## config.mk

```make
export PLATFORM = sky130hd
export DESIGN_NAME = spi_reg_target_flat
export DESIGN_NICKNAME = d
export VERILOG_FILES = /design/src/rtl/spi_reg_target_if.sv /design/src/rtl/spi_reg_target.sv /design/src/flat_wrapper.sv
export SDC_FILE = /design/constraint.sdc
export NUM_CORES = 1
export LEC_CHECK = 0
export BUFFER_PORTS_ARGS = -buffer_cell sky130_fd_sc_hd__buf_2
export CORE_AREA = 2 2 86 88
export CTS_CLUSTER_DIAMETER = 80
export DETAILED_ROUTE_END_ITERATION = 8
export DIE_AREA = 0 0 88 90
export PLACE_DENSITY = 0.62
export SLEW_MARGIN = 25
export SYNTH_ARGS = -nofsm -noshare
export SYNTH_HDL_FRONTEND = slang
export SYNTH_SLANG_ARGS = --single-unit
```

## constraint.sdc

```tcl
create_clock -name clk -period 2 [get_ports clk]
set_clock_uncertainty 0.2 [all_clocks]
set_input_delay 0 -clock clk [delete_from_list [all_inputs] [get_ports clk]]
set_output_delay 0 -clock clk [all_outputs]
set_load 0.01 [all_outputs]
```

## src/rtl/spi_reg_target_if.sv

```systemverilog
// SPI serial lines between a master and spi_reg_target.
`timescale 1ns/1ps
interface spi_reg_target_if;
  logic sclk;
  logic cs;
  logic mosi;
  logic miso;
  logic miso_oe;

  modport master (output sclk, output cs, output mosi, input miso, input miso_oe);
  modport slave  (input sclk, input cs, input mosi, output miso, output miso_oe);
endinterface

```

## src/rtl/spi_reg_target.sv

```systemverilog
// Mode-0 SPI target oversampled on clk: a command byte then a data byte access four 8-bit registers.
// Build option SPI_REG_AUTOINC_EN: further bytes in one transfer advance the address instead of being ignored.
`timescale 1ns/1ps
module spi_reg_target #(
  parameter int SYNC_STAGES = 2
) (
  input  logic            clk,
  input  logic            reset,
  spi_reg_target_if.slave spi,
  input  logic [7:0]      status_in,
  output logic [7:0]      reg0_out,
  output logic [7:0]      reg1_out,
  output logic [7:0]      reg2_out,
  output logic            wr_strobe,
  output logic [1:0]      wr_addr,
  output logic            xfer_done,
  output logic            busy
);

  typedef enum logic [1:0] {IDLE, CMD, DATA, TAIL} state_t;

  // The extra top stage on sclk/cs holds the previous synchronized value for edge detection.
  logic [SYNC_STAGES:0]   sclk_sync_q, sclk_sync_d;
  logic [SYNC_STAGES:0]   cs_sync_q, cs_sync_d;
  logic [SYNC_STAGES-1:0] mosi_sync_q, mosi_sync_d;
  logic sclk_rise_q, sclk_rise_d, sclk_fall_q, sclk_fall_d;
  logic cs_rise_q, cs_rise_d, cs_fall_q, cs_fall_d;

  state_t     state_q, state_d;
  logic [2:0] bit_cnt_q, bit_cnt_d;
  logic [6:0] shift_in_q, shift_in_d;
  logic [7:0] shift_out_q, shift_out_d;
  logic       drive_q, drive_d;
  logic       write_q, write_d;
  logic [1:0] addr_q, addr_d;
  logic [7:0] reg0_q, reg0_d, reg1_q, reg1_d, reg2_q, reg2_d;
  logic       wr_strobe_q, wr_strobe_d;
  logic [1:0] wr_addr_q, wr_addr_d;
  logic       xfer_done_q, xfer_done_d;
  logic       miso_q, miso_d;

  logic       mosi_s;
  logic [7:0] byte_in;

  function automatic logic [7:0] rd_sel(input logic [1:0] a, input logic [7:0] r0,
                                        input logic [7:0] r1, input logic [7:0] r2,
                                        input logic [7:0] st);
    case (a)
      2'd0:    rd_sel = r0;
      2'd1:    rd_sel = r1;
      2'd2:    rd_sel = r2;
      default: rd_sel = st;
    endcase
  endfunction

  assign mosi_s  = mosi_sync_q[SYNC_STAGES-1];
  assign byte_in = {shift_in_q, mosi_s};

  always_comb begin
    sclk_sync_d = {sclk_sync_q[SYNC_STAGES-1:0], spi.sclk};
    cs_sync_d   = {cs_sync_q[SYNC_STAGES-1:0], spi.cs};
    mosi_sync_d = {mosi_sync_q[SYNC_STAGES-2:0], spi.mosi};
    sclk_rise_d = sclk_sync_q[SYNC_STAGES-1] & ~sclk_sync_q[SYNC_STAGES];
    sclk_fall_d = ~sclk_sync_q[SYNC_STAGES-1] & sclk_sync_q[SYNC_STAGES];
    cs_rise_d   = cs_sync_q[SYNC_STAGES-1] & ~cs_sync_q[SYNC_STAGES];
    cs_fall_d   = ~cs_sync_q[SYNC_STAGES-1] & cs_sync_q[SYNC_STAGES];

    state_d     = state_q;
    bit_cnt_d   = bit_cnt_q;
    shift_in_d  = shift_in_q;
    shift_out_d = shift_out_q;
    drive_d     = drive_q;
    write_d     = write_q;
    addr_d      = addr_q;
    reg0_d      = reg0_q;
    reg1_d      = reg1_q;
    reg2_d      = reg2_q;
    wr_strobe_d = 1'b0;
    wr_addr_d   = wr_addr_q;
    xfer_done_d = cs_rise_q;

    if (cs_rise_q) begin
      state_d     = IDLE;
      bit_cnt_d   = 3'd0;
      shift_in_d  = 7'd0;
      shift_out_d = 8'd0;
      drive_d     = 1'b0;
    end else begin
      case (state_q)
        IDLE: begin
          if (cs_fall_q) begin
            state_d     = CMD;
            bit_cnt_d   = 3'd0;
            shift_out_d = 8'd0;
            drive_d     = 1'b0;
          end
        end
        CMD: begin
          if (sclk_rise_q) begin
            shift_in_d = byte_in[6:0];
            bit_cnt_d  = bit_cnt_q + 3'd1;
            if (bit_cnt_q == 3'd7) begin
              write_d     = byte_in[7];
              addr_d      = byte_in[1:0];
              state_d     = DATA;
              drive_d     = 1'b0;
              shift_out_d = byte_in[7] ? 8'd0
                          : rd_sel(byte_in[1:0], reg0_q, reg1_q, reg2_q, status_in);
            end
          end
        end
        DATA: begin
          // The first fall of each byte only starts driving bit7; later falls shift.
          if (sclk_fall_q) begin
            if (drive_q) shift_out_d = {shift_out_q[6:0], 1'b0};
            else         drive_d     = 1'b1;
          end
          if (sclk_rise_q) begin
            shift_in_d = byte_in[6:0];
            bit_cnt_d  = bit_cnt_q + 3'd1;
            if (bit_cnt_q == 3'd7) begin
              if (write_q && addr_q != 2'd3) begin
                wr_strobe_d = 1'b1;
                wr_addr_d   = addr_q;
                case (addr_q)
                  2'd0:    reg0_d = byte_in;
                  2'd1:    reg1_d = byte_in;
                  default: reg2_d = byte_in;
                endcase
              end
`ifdef SPI_REG_AUTOINC_EN
              addr_d  = addr_q + 2'd1;
              drive_d = 1'b0;
              if (!write_q)
                shift_out_d = rd_sel(addr_q + 2'd1, reg0_q, reg1_q, reg2_q, status_in);
`else
              state_d = TAIL;
`endif
            end
          end
        end
        default: ;
      endcase
    end

    miso_d = drive_d & shift_out_d[7] & (state_d == DATA) & ~cs_sync_d[SYNC_STAGES-1];
  end

  always_ff @(posedge clk or negedge reset) begin
    if (!reset) begin
      sclk_sync_q <= '0;
      cs_sync_q   <= '1;
      mosi_sync_q <= '0;
      sclk_rise_q <= 1'b0;
      sclk_fall_q <= 1'b0;
      cs_rise_q   <= 1'b0;
      cs_fall_q   <= 1'b0;
      state_q     <= IDLE;
      bit_cnt_q   <= 3'd0;
      shift_in_q  <= 7'd0;
      shift_out_q <= 8'd0;
      drive_q     <= 1'b0;
      write_q     <= 1'b0;
      addr_q      <= 2'd0;
      reg0_q      <= 8'd0;
      reg1_q      <= 8'd0;
      reg2_q      <= 8'd0;
      wr_strobe_q <= 1'b0;
      wr_addr_q   <= 2'd0;
      xfer_done_q <= 1'b0;
      miso_q      <= 1'b0;
    end else begin
      sclk_sync_q <= sclk_sync_d;
      cs_sync_q   <= cs_sync_d;
      mosi_sync_q <= mosi_sync_d;
      sclk_rise_q <= sclk_rise_d;
      sclk_fall_q <= sclk_fall_d;
      cs_rise_q   <= cs_rise_d;
      cs_fall_q   <= cs_fall_d;
      state_q     <= state_d;
      bit_cnt_q   <= bit_cnt_d;
      shift_in_q  <= shift_in_d;
      shift_out_q <= shift_out_d;
      drive_q     <= drive_d;
      write_q     <= write_d;
      addr_q      <= addr_d;
      reg0_q      <= reg0_d;
      reg1_q      <= reg1_d;
      reg2_q      <= reg2_d;
      wr_strobe_q <= wr_strobe_d;
      wr_addr_q   <= wr_addr_d;
      xfer_done_q <= xfer_done_d;
      miso_q      <= miso_d;
    end
  end

  assign spi.miso    = miso_q;
  assign spi.miso_oe = ~cs_sync_q[SYNC_STAGES-1];
  assign busy        = ~cs_sync_q[SYNC_STAGES-1];
  assign reg0_out    = reg0_q;
  assign reg1_out    = reg1_q;
  assign reg2_out    = reg2_q;
  assign wr_strobe   = wr_strobe_q;
  assign wr_addr     = wr_addr_q;
  assign xfer_done   = xfer_done_q;

endmodule

```

## src/flat_wrapper.sv

```systemverilog
// flat-port wrapper written by rule: the top's interface ports become plain ports
module spi_reg_target_flat 
#(
  parameter int SYNC_STAGES = 2
)
  (clk, reset, status_in, reg0_out, reg1_out, reg2_out, wr_strobe, wr_addr, xfer_done, busy, spi_sclk, spi_cs, spi_mosi, spi_miso, spi_miso_oe);
  spi_reg_target_if spi_i ();
  input  logic clk;
  input  logic reset;
  input  logic [7:0] status_in;
  output logic [7:0] reg0_out;
  output logic [7:0] reg1_out;
  output logic [7:0] reg2_out;
  output logic wr_strobe;
  output logic [1:0] wr_addr;
  output logic xfer_done;
  output logic busy;
  input wire logic [$bits(spi_i.sclk)-1:0] spi_sclk;
  input wire logic [$bits(spi_i.cs)-1:0] spi_cs;
  input wire logic [$bits(spi_i.mosi)-1:0] spi_mosi;
  output wire logic [$bits(spi_i.miso)-1:0] spi_miso;
  output wire logic [$bits(spi_i.miso_oe)-1:0] spi_miso_oe;
  assign spi_i.sclk = spi_sclk;
  assign spi_i.cs = spi_cs;
  assign spi_i.mosi = spi_mosi;
  assign spi_miso = spi_i.miso;
  assign spi_miso_oe = spi_i.miso_oe;
  spi_reg_target #(.SYNC_STAGES(SYNC_STAGES)) u_core (.clk(clk), .reset(reset), .spi(spi_i), .status_in(status_in), .reg0_out(reg0_out), .reg1_out(reg1_out), .reg2_out(reg2_out), .wr_strobe(wr_strobe), .wr_addr(wr_addr), .xfer_done(xfer_done), .busy(busy));
endmodule
```

=== Word-level counts from Yosys, hierarchy flattened ===
Index checks and enable logic that the tools add are counted.

* Muxes and demuxes: 34
* $add $sub $neg: 1
* Bitwise gates (word level): 14
* Eq/ne operators: 14
* Reduce and logical (&&, ||, !) cells: 18

{| class="wikitable"
|+ Operator list
! operator !! number
|-
| 2-to-1 mux 8 bit || 7
|-
| case mux 8 bit (3 select lines) || 2
|-
| AND reduction 6 bit || 4
|-
| 2-to-1 mux 7 bit || 3
|-
| inequality test 3 x 1 -> 1 bit (second input constant) || 6
|-
| 2-to-1 mux 2 bit || 6
|-
| 2-to-1 mux 1 bit || 10
|-
| 2-to-1 mux 3 bit || 3
|-
| bitwise AND 1 bit || 7
|-
| NOT 1 bit || 7
|-
| equality test 2 x 1 -> 1 bit (second input constant) || 3
|-
| equality test 2 bit (second input constant) || 3
|-
| logical NOT 2 bit || 3
|-
| case mux 2 bit (3 select lines) || 1
|-
| case mux 3 bit (2 select lines) || 1
|-
| AND reduction 5 bit || 1
|-
| AND reduction 4 bit || 1
|-
| nonzero test 2 bit || 2
|-
| nonzero test 4 bit || 1
|-
| OR reduction 2 bit || 2
|-
| adder 3 x 1 -> 3 bit (second input constant) || 1
|-
| equality test 3 bit (second input constant) || 1
|-
| case mux 1 bit (3 select lines) || 1
|-
| AND reduction 3 bit || 1
|-
| 4 further kinds || 4
|}

* Output and inout bits: 31
* Word-level logic and storage cells: 103
* Bits of input ports: 13
* Register bits: 65

=== Longest topological paths before layout ===
* Depth in word-level cells: 10
* Mapped depth: 7

=== Least setup slack after synthesis ===
OpenSTA, ideal clock, no wires.

* Path kind: register to register
* Start point: reg u_core.state_q[0]
* End point: reg u_core.reg1_q[0], in the netlist u_core.reg1_out[0]
* Path slack: -0.062 ns
* Period minus slack after synthesis: 2.062 ns
* Stages on the path, launching flop included: 7
* Setup time: 0.125 ns
* Data arrival time: 1.737 ns
* Buffers on the path: 1
* Path through: dfrtp_1 inv_1 ha_1 nand4_4 or3b_1 buf_6 mux2_4

* Cells in the longest elaborated chain, start to end: 2

{| class="wikitable"
|+ Ends and longest elaborated chain
! what !! RTL line !! source
|-
| start: declaration || spi_reg_target.sv:29 || <nowiki>state_t state_q, state_d;</nowiki>
|-
| start signal: assignment || spi_reg_target.sv:180 || <nowiki>state_q <= state_d;</nowiki>
|-
| equality test 2 bit || spi_reg_target.sv:89 || <nowiki>case (state_q)</nowiki>
|-
| AND reduction 6 bit (no source line) || n/a ||
|-
| end signal: assignment || spi_reg_target.sv:188 || <nowiki>reg1_q <= reg1_d;</nowiki>
|-
| end: declaration || spi_reg_target.sv:36 || <nowiki>logic [7:0] reg0_q, reg0_d, reg1_q, reg1_d, reg2_q, reg2_d;</nowiki>
|}

No other way between the ends.
A chain may end at the register's enable or synchronous reset.

=== Worst setup path in the final report ===
* Start point: reg u_core.bit_cnt_q[0]
* End point: reg u_core.reg1_q[7], in the netlist u_core.reg1_out[7]

* Cells in the longest elaborated chain, start to end: 2

{| class="wikitable"
|+ Ends and longest elaborated chain
! what !! RTL line !! source
|-
| start: declaration || spi_reg_target.sv:30 || <nowiki>logic [2:0] bit_cnt_q, bit_cnt_d;</nowiki>
|-
| start signal: assignment || spi_reg_target.sv:181 || <nowiki>bit_cnt_q <= bit_cnt_d;</nowiki>
|-
| equality test 3 bit || spi_reg_target.sv:121 || <nowiki>if (bit_cnt_q == 3'd7) begin</nowiki>
|-
| AND reduction 6 bit (no source line) || n/a ||
|}

No other way between the ends.

==> flow_summary_export.csv <==
group,metric,value,unit
critical_path,path_class,"reg -> reg",
pwr,ir_drop,0.314,mV
layout,diodes,0,
logic_synthesis,synth-async-reset-ratio,1.00,
timing,fin_ws,-36.9,ps
cts,clock_path_buffers,2,
die,dieArea,7920,um^2
drt,drtPass1Iterations,4,
layout,synthToLayoutAreaGrowth,31.7,%
placement,pre_cts_slack,-194,ps
logic_synthesis,syn_area,2960,um^2
critical_path,crit_fanout,4,
logic_synthesis,yosys_register_bits,65,
pwr,p_leak,1.91,nW
timing,drv_slew,0,
logic_synthesis,synth-main-ff-cell,"dfrtp_1",
cts,clock-sinks,65,
global_routing,first_global_vias,2062,
drt,post_drt_via_cell_ratio,5.11,
cts,clk_pin_slew,70,ps
die,num_io_pins,44,
drt,ant_nets,0,
timing,rsz0062_at_grt,"true",
run,maxCapViolCount,0,
cts,insertion_delay,350,ps
critical_path,crit_start,"u_core.bit_cnt_q[0]",
timing,setup_viol,15,
global_routing,grt_pass1_wl,10800,um
critical_path,crit_chain,"ha_2 > ha_4 > nand4_4 > or3b_4 > buf_4 > mux2_4",
layout,final_nets,329,
critical_path,endpoint_kind,"flop",
logic_synthesis,synth.net_count,245,
global_routing,grt_max_degree,23,
logic_synthesis,yosys_warnings,0,
global_routing,overflow,0,
global_routing,antenna_found_initial,0,
layout,drive_gt1_frac,0.465,
timing,hold_violations,0,
drt,drt_iter0_markers,140,
cts,cts_root_buf,"clkbuf_8",
critical_path,critPathBufInv,1,
run_status,violations,"setup timing",
timing,maxSlewHeadroom,0.491,
logic_synthesis,syn_inst,225,
drt,vias,2110,
cts,cts_tree,"built",
run_status,status,"finished, violations left",
die,rows,31,
die,die_h,90,um
timing,clock.fmax,491,MHz
critical_path,r2r_end,"u_core.reg1_out[7]",
placement,place_congestion,0.817,
critical_path,endpoint,"u_core.reg1_out[7]",
die,die_x,88,um
drt,drt_wl_total,6470,um
critical_path,cp_top_family,"simple AND/OR/NAND/NOR gates",
critical_path,max_stage_delay,430,ps
die,core_area,7020,um^2
placement,dpl.hpwl,4590,um
timing,finalCriticalPeriod,2040,ps
cts,cts-buffers-inserted,9,
critical_path,start_kind,"flop",
critical_path,reg2reg_depth,6,
critical_path,r2r_slack,-40,ps
cts,htreeDepth,3,
critical_path,r2r_start,"u_core.bit_cnt_q[0]",
die,start_util,0.421,
global_routing,grt_usage,0.180,
placement,port_buffers,43,
drt,drt-wirelength-per-cell,15.7,um
pwr,power.density,721,nW/um^2
logic_synthesis,synth.distinct_cells,34,
logic_synthesis,avgSynthCellArea,13.2,um^2
critical_path,cp.depth,6,
logic_synthesis,ys_seq_area_frac,0.551,
timing,min_period_over_period,1.02,
critical_path,critical-path-slowest-cell,"or3b_4",
critical_path,required,2030,ps
timing,worstMarginPinSlew,761,ps
logic_synthesis,synth_enable_flop_cells,0,
timing,timing.hold.ws,29.4,ps
hold_path,worstHoldStart,"status_in[5]",
critical_path,arrival,2060,ps
drt,drc_errors,0,
hold_path,hp-class,"in -> reg",
logic make-up after synthesis:
group	share of synthesized area
AO/OA/AOI/OAI	0.0854
adder cells (fa/ha/maj)	0.0296
AND/OR/NAND/NOR	0.115
buffers and inverters	0.0351
flip-flops	0.551
multiplexers	0.184
cells in the mapped netlist, types with 3 or more instances:
master,number,share of area
mux2_2,11,0.042
ha_1,7,0.030
o2bb2ai_1,7,0.021
mux2_4,16,0.081
nand3_1,9,0.015
dfrtp_1,62,0.52
mux4_2,8,0.061
nor3_1,5,0.0085
a22oi_1,7,0.018
a21oi_1,11,0.019
clkbuf_1,8,0.010
nor4_1,3,0.0063
o21ai_0,6,0.010
dfstp_2,3,0.027
buf_6,3,0.011
nor2_1,9,0.011
nor2b_1,7,0.015
inv_1,6,0.0076
nand2_1,15,0.019
power by group:
group | switching (mW) | internal [mW]
sequential | 0.0137 | 1.33
clock | 0.520 | 0.740
combinational | 0.112 | 0.0911
total | 0.646 | 2.16
cells in the final DEF (no fill, tap or decap), types with 3 or more instances in the layout:
master / instances
nand3_1: 9
buf_4: 28
buf_6: 3
nor3_1: 5
mux4_2: 8
dfrtp_1: 61
o21ai_0: 6
nand2_1: 15
mux2_4: 16
dlygate4sd3_1: 11
nor2b_1: 6
clkbuf_8: 10
a22oi_1: 7
dfstp_2: 3
buf_2: 43
o2bb2ai_1: 7
a21oi_1: 11
ha_1: 3
mux2_2: 11
inv_1: 5
nor2_1: 8
cell type report:
cell class / instances / area, um^2
Multi-Input combinational cell: 140 / 1290
Sequential cell: 65 / 1630
Inverter: 6 / 22.5
Tap cell: 99 / 124
Clock inverter: 6 / 90.1
Fill cell: 583 / 3120
Timing Repair Buffer: 87 / 604
Clock buffer: 10 / 138
worst min path at each step:
stage	to	depth (start not counted)	slack (ps)
2_1_floorplan	u_core.addr_q[0]	0	-500
3_3_place_gp	u_core.sclk_sync_q[0]	1	-190
3_5_place_dp	u_core.sclk_sync_q[0]	1	-190
4_1_cts	u_core.shift_out_q[5]	4	10
5_1_grt	u_core.shift_out_q[5]	4	30
6_report	u_core.shift_out_q[5]	4	30
worst register-to-register path: cells and delay by family (launching register included):
kind                     cells  cell delay (ps)
adder cells (fa/ha/maj)      2              380
buffers and inverters        1              170
flip-flops                   1              360
multiplexers                 1              290
AND/OR/NAND/NOR              2              530
layer usage:
layer  global-route usage  routed length, um
met3               0.0523                203
met5                    0                  0
met4               0.0615                102
met1                0.257               3130
met2                0.263               3030
metrics by stage:
step / total power [mW] / util / std cells / cell area, um^2 / TNS, ps
after global routing: 2.93 / 0.555 / 413 / 3900 / -1220
final: 2.81 / 0.555 / 413 / 3900 / -305
after global placement: 1.55 / 0.495 / 385 / 3470 / -2140
after CTS: 2.84 / 0.550 / 412 / 3860 / -274
after detailed placement: 1.55 / 0.495 / 385 / 3470 / -3760
after floorplan: 1.45 / - / 225 / 2960 / 0
flip-flops by register name, summed over array words and instances (netlist names), 2 cells and up:
signal and count:
u_core.state_q 2, u_core.reg0_out 8, u_core.cs_sync_q 3, u_core.shift_out_q 8
u_core.reg1_out 8, u_core.bit_cnt_q 3, u_core.sclk_sync_q 3, u_core.shift_in_q 7
u_core.reg2_out 8, u_core.mosi_sync_q 2, u_core.wr_addr 2, u_core.addr_q 2
what timing repair did:
action	4_1_cts	5_1_grt
hold buffers	11	0
setup buffers	0	1
gates resized for setup	12	8
hold endpoints to repair	74	0
pin swaps	3	3
setup endpoints to repair	32	31
Power figures use the tool's default switching activity.
